## src/rtl/lives_manager.sv

```systemverilog
// Player life sequencer for Defender: start, hits, respawn delay, invulnerability window,
// extra-life awards and game over. Frame-based timing runs off the one-cycle frame_tick.
module lives_manager #(
  parameter int START_LIVES    = 3,
  parameter int MAX_LIVES      = 8,
  parameter int RESPAWN_FRAMES = 60,
  parameter int INVULN_FRAMES  = 120
) (
  input  logic       clk,
  input  logic       reset,
  input  logic       frame_tick,
  input  logic       start_game,
  input  logic       hit,
  input  logic       extra_life,
  output logic [7:0] lives,
  output logic       ship_visible,
  output logic       invulnerable,
  output logic       respawn,
  output logic       game_over,
  output logic [2:0] state
);

  localparam int MAX_FRAMES = (RESPAWN_FRAMES > INVULN_FRAMES) ? RESPAWN_FRAMES : INVULN_FRAMES;
  localparam int CNT_W      = $clog2(MAX_FRAMES + 1);

  localparam logic [7:0]       START_L   = 8'(START_LIVES);
  localparam logic [7:0]       MAX_L     = 8'(MAX_LIVES);
  localparam logic [CNT_W-1:0] RESPAWN_C = CNT_W'(RESPAWN_FRAMES);
  localparam logic [CNT_W-1:0] INVULN_C  = CNT_W'(INVULN_FRAMES);

  typedef enum logic [2:0] {
    IDLE      = 3'd0,
    PLAYING   = 3'd1,
    DYING     = 3'd2,
    INVULN    = 3'd3,
    GAME_OVER = 3'd4
  } state_t;

  state_t           state_reg;
  logic [7:0]       lives_reg;
  logic [CNT_W-1:0] cnt_reg;
  logic             ship_visible_reg;
  logic             invulnerable_reg;
  logic             respawn_reg;
  logic             game_over_reg;

  // Saturating award, shared by every state that accepts extra_life.
  logic [7:0] lives_inc;
  assign lives_inc = (lives_reg < MAX_L) ? lives_reg + 8'd1 : MAX_L;

  always_ff @(posedge clk) begin
    if (reset) begin
      state_reg        <= IDLE;
      lives_reg        <= 8'd0;
      cnt_reg          <= '0;
      ship_visible_reg <= 1'b0;
      invulnerable_reg <= 1'b0;
      respawn_reg      <= 1'b0;
      game_over_reg    <= 1'b0;
    end else begin
      respawn_reg <= 1'b0;
      case (state_reg)
        IDLE: begin
          if (start_game) begin
            state_reg        <= PLAYING;
            lives_reg        <= START_L;
            ship_visible_reg <= 1'b1;
          end
        end
        PLAYING: begin
          if (hit) begin
            if (extra_life || lives_reg > 8'd1) begin
              // A simultaneous award cancels the loss, except at the ceiling where it was already capped.
              if (!extra_life)
                lives_reg <= lives_reg - 8'd1;
              else if (lives_reg == MAX_L)
                lives_reg <= MAX_L - 8'd1;
              state_reg        <= DYING;
              cnt_reg          <= RESPAWN_C;
              ship_visible_reg <= 1'b0;
            end else begin
              lives_reg        <= 8'd0;
              state_reg        <= GAME_OVER;
              ship_visible_reg <= 1'b0;
              game_over_reg    <= 1'b1;
            end
          end else if (extra_life) begin
            lives_reg <= lives_inc;
          end
        end
        DYING: begin
          if (extra_life)
            lives_reg <= lives_inc;
          if (frame_tick) begin
            if (cnt_reg == CNT_W'(1)) begin
              state_reg        <= INVULN;
              cnt_reg          <= INVULN_C;
              respawn_reg      <= 1'b1;
              ship_visible_reg <= 1'b1;
              invulnerable_reg <= 1'b1;
            end else begin
              cnt_reg <= cnt_reg - CNT_W'(1);
            end
          end
        end
        INVULN: begin
          if (extra_life)
            lives_reg <= lives_inc;
          if (frame_tick) begin
            if (cnt_reg == CNT_W'(1)) begin
              state_reg        <= PLAYING;
              invulnerable_reg <= 1'b0;
            end else begin
              cnt_reg <= cnt_reg - CNT_W'(1);
            end
          end
        end
        GAME_OVER: begin
          if (start_game) begin
            state_reg        <= PLAYING;
            lives_reg        <= START_L;
            ship_visible_reg <= 1'b1;
            game_over_reg    <= 1'b0;
          end
        end
        default: begin
          state_reg        <= IDLE;
          lives_reg        <= 8'd0;
          cnt_reg          <= '0;
          ship_visible_reg <= 1'b0;
          invulnerable_reg <= 1'b0;
          game_over_reg    <= 1'b0;
        end
      endcase
    end
  end

  assign lives        = lives_reg;
  assign ship_visible = ship_visible_reg;
  assign invulnerable = invulnerable_reg;
  assign respawn      = respawn_reg;
  assign game_over    = game_over_reg;
  assign state        = state_reg;

endmodule

```

## config.mk

```make
export PLATFORM = sky130hd
export DESIGN_NAME = lives_manager
export DESIGN_NICKNAME = d
export VERILOG_FILES = /design/src/rtl/lives_manager.sv
export SDC_FILE = /design/constraint.sdc
export NUM_CORES = 1
export LEC_CHECK = 0
export ABC_AREA = 1
export BUFFER_PORTS_ARGS = -buffer_cell sky130_fd_sc_hd__buf_2
export CELL_PAD_IN_SITES_DETAIL_PLACEMENT = 0
export CELL_PAD_IN_SITES_GLOBAL_PLACEMENT = 1
export CORE_AREA = 3 3 74 76
export CTS_BUF_LIST = sky130_fd_sc_hd__clkbuf_8
export DETAILED_ROUTE_END_ITERATION = 12
export DIE_AREA = 0 0 77 79
export GPL_ROUTABILITY_DRIVEN = 0
export PLACE_DENSITY_LB_ADDON = 0.05
export SYNTH_ARGS = -nofsm -noshare
export SYNTH_HDL_FRONTEND = slang
export SYNTH_SLANG_ARGS = --single-unit
```

## constraint.sdc

```tcl
create_clock -name clk -period 1.9 [get_ports clk]
set_clock_uncertainty 0.15 [all_clocks]
set_input_delay 0.095 -clock clk [delete_from_list [all_inputs] [get_ports clk]]
set_output_delay 0.095 -clock clk [all_outputs]
set_load 0.005 [all_outputs]
```

==> results.yml <==
status:
  status: "complete, no violations"
sta:
  min_period_ns: 1.716
  slew_headroom_pct: 75.86
  worstMarginPinSlew_ns: 0.3593
  setup_ws_ns: 0.1838
  clock.fmax_mhz: 582.7
  finalCritPeriodShare_pct: 90.32
  maxSlewViolCount: 0
  hold_violations: 0
  grt_setup_unrepaired: "false"
  fin_setup_tns_ns: 0
  setup_violations: 0
drt:
  vias: 1763
  dr_wl_met3_um: 129
  drt-met1-wl_um: 2501
  drc_errors: 0
  drt-total-wl_um: 4578
  viasPerCell: 4.739
  highest_layer: "met4"
  drtIter0Drc: 74
  wl_per_cell_um: 12.31
  drtPass1Iterations: 4
  dr_wl_met2_um: 1887
  ant_nets: 0
synthesis:
  synth_ff_type: "dfxtp_1"
  syn_nets: 284
  async_reset_ff_share_pct: 0
  yosysTopAreaCell: "dfxtp_1"
  yosysMostFrequentCell: "nand2_1"
  synthTopCellsByArea: "dfxtp_1, nand2_1, nand3_1"
  syn_area_per_cell_sq_um: 6.123
  yosys-top-cells-count: "nand2_1, nand3_1, inv_1, nor2_1, dfxtp_1"
  ys_types: 31
  synth_edf_count: 0
  synthCells: 273
  synth_seq_cells: 22
  syn-cell-area_sq_mm: 0.001672
  ys_seq_area_share_pct: 26.35
  netlist.area_leader.share_pct: 26.35
  yosys_warnings: 0
critical_path:
  max_stage_delay_ns: 0.38
  crit_required_ns: 1.92
  crit_buf_inv: 2
  r2r-start: "lives[0]"
  path_max_fanout: 8
  r2r_slack_ns: 0.18
  cp-end-kind: "register"
  cp-start-kind: "register"
  arrival_ns: 1.74
  startpoint: "lives[0]"
  critPathKind: "register to register"
  r2r_end: "cnt_reg[3]"
  worstRegToRegCells: 9
  critPathTopFamily: "simple AND/OR/NAND/NOR gates"
  slowest_stage: "dfxtp_1"
  path_cells: "buf_4 > ha_1 > nor2_1 > nor2_2 > nand3_2 > nand3_4 > clkinv_2 > nand2_1 > a21oi_1"
placed_design:
  dp.cells: 367
  portBuffers: 20
  dp_hpwl_um: 3581
  pre_cts_ws_ns: 0.1747
global_route:
  grt_remaining_overflow: 0
  track_usage_pct: 16.04
  antenna_found_initial: 0
  grt_pass1_wl_um: 7852
  grt_pass1_vias: 1630
  grt_max_degree: 15
cts:
  cts_htree_levels: 1
  cts.sinks: 22
  clk_latency_ns: 0.28
  root_buffer: "clkbuf_8"
  cts_buffers: 3
  cts_tree: "built"
  path_clk_slew_ns: 0.10
  clockBufferDepth: 2
  cts_setup_buffers: 0
worst_hold_path:
  min_path_type: "input port to register"
  worst_hold_path.endpoint: "game_over"
  min_from: "start_game"
  min_delay_path_depth: 4
pwr:
  peakVddDrop_mv: 0.5823
  power.leakage_nw: 1.000
  p_per_area_mw_per_mm2: 1447
final_layout:
  largest_reg_flops: 8
  final_cells: 372
  area_delta_synth_final_pct: 20.06
  final_net_count: 317
  diodes: 0
  utilization_pct: 41.93
  drive_above_1_share_pct: 20.00
floorplanning:
  num_rows: 25
  start_util_pct: 34.93
  dieArea_sq_mm: 0.006083
  die_x_um: 77
  die_y_um: 79
  core_sq_mm: 0.004786
  io_pins: 21
flow_run:
  cap_violations: 0
[power breakdown]
group / internal (mW) / switching (mW)
clock: 0.282 / 0.184
combinational: 0.633 / 1.10
sequential: 0.579 / 0.125
total: 1.49 / 1.41
[per-stage QoR]
stage | power, mW | area [sq um] | hold WS, ns
after floorplan | 1.983 | 1672 | 0.01407
after global placement | 2.446 | 1914 | 0.2644
after detailed placement | 2.429 | 1914 | 0.2491
after CTS | 2.907 | 1996 | 0.04102
after global routing | 3.222 | 2007 | 0.05004
final | 2.905 | 2007 | 0.05181
[cells by family (layout without fill, tap and decap cells)]
group | count (synthesis) | in the layout | synth area share (%)
AND/OR/NAND/NOR | 165 | 165 | 46.63
buffers and inverters | 39 | 71 | 9.206
adder cells (fa/ha/maj) | 5 | 5 | 3.743
AO/OA/AOI/OAI | 37 | 37 | 11.45
flip-flops | 22 | 22 | 26.35
XOR/XNOR | 5 | 5 | 2.620
[tightest hold or removal path, cell delays in order]
cell and delay, ns:
buf_2 0.08, nor2_1 0.06, o21ai_0 0.14, a21oi_1 0.06
[timing repair]
item                                    in CTS  in global routing
hold endpoints to repair                     2                  0
resized for setup                            0                  4
endpoints found under the setup margin       0                  8
hold buffers                                 1                  0
[area by class of cell]
cell class,instances,area (sq um)
repair buffers,31,185.2
fillers,527,2779
flip-flops and latches,22,441.7
clock inverters,1,30.03
clock buffers,3,41.29
inverters,36,137.6
well taps,67,83.83
multi-input cells,212,1087
[layout by cell type, fill, tap and decap left out]
| cell | netlist | layout |
|---|---|---|
| clkinv_2 | 2 | 2 |
| inv_2 | 4 | 4 |
| buf_2 | 1 | 20 |
| nand2_1 | 79 | 79 |
| or2_2 | 1 | 1 |
| nand3_4 | 1 | 1 |
| inv_1 | 30 | 30 |
| nor2_8 | 1 | 1 |
| nor3_2 | 1 | 2 |
| clkbuf_8 | 0 | 3 |
| nand3_1 | 32 | 32 |
| nand3_2 | 2 | 2 |
| buf_4 | 1 | 10 |
| a21oi_1 | 21 | 21 |
| nor2_1 | 28 | 26 |
| nor2_2 | 4 | 6 |
| nor3_1 | 4 | 3 |
| nor3b_1 | 1 | 1 |
| nand2_4 | 2 | 2 |
| nand4_1 | 2 | 2 |
| ha_1 | 5 | 5 |
| a31oi_1 | 1 | 1 |
| bufinv_16 | 0 | 1 |
| dlygate4sd3_1 | 0 | 1 |
| o21ai_0 | 13 | 13 |
| nor2_4 | 2 | 2 |
| dfxtp_2 | 0 | 1 |
| o21bai_1 | 1 | 1 |
| nand3b_1 | 2 | 2 |
| xor2_1 | 4 | 4 |
| o31ai_1 | 1 | 1 |
| xnor2_1 | 1 | 1 |
| nand2_2 | 3 | 3 |
| dfxtp_1 | 22 | 21 |
[worst max-delay path by stage]
| stage | slack, ns | cells past startpoint | end |
|---|---|---|---|
| floorplan | 0.25 | 11 | lives[5] |
| detailed placement | 0.17 | 8 | lives[2] |
| global placement | 0.13 | 8 | lives[1] |
| CTS | 0.15 | 11 | lives[5] |
| global route | 0.007 | 9 | state[2] |
| finish | 0.18 | 9 | cnt_reg[3] |
[layer usage]
| layer | global-route usage, % | vias up |
|---|---|---|
| met5 | 0 | - |
| met2 | 23.78 | 25 |
| met3 | 1.701 | 6 |
| met1 | 24.01 | 789 |
| met4 | 5.338 | 0 |
| li1 | - | 943 |
Note: power is estimated with default switching activity, not from simulation.
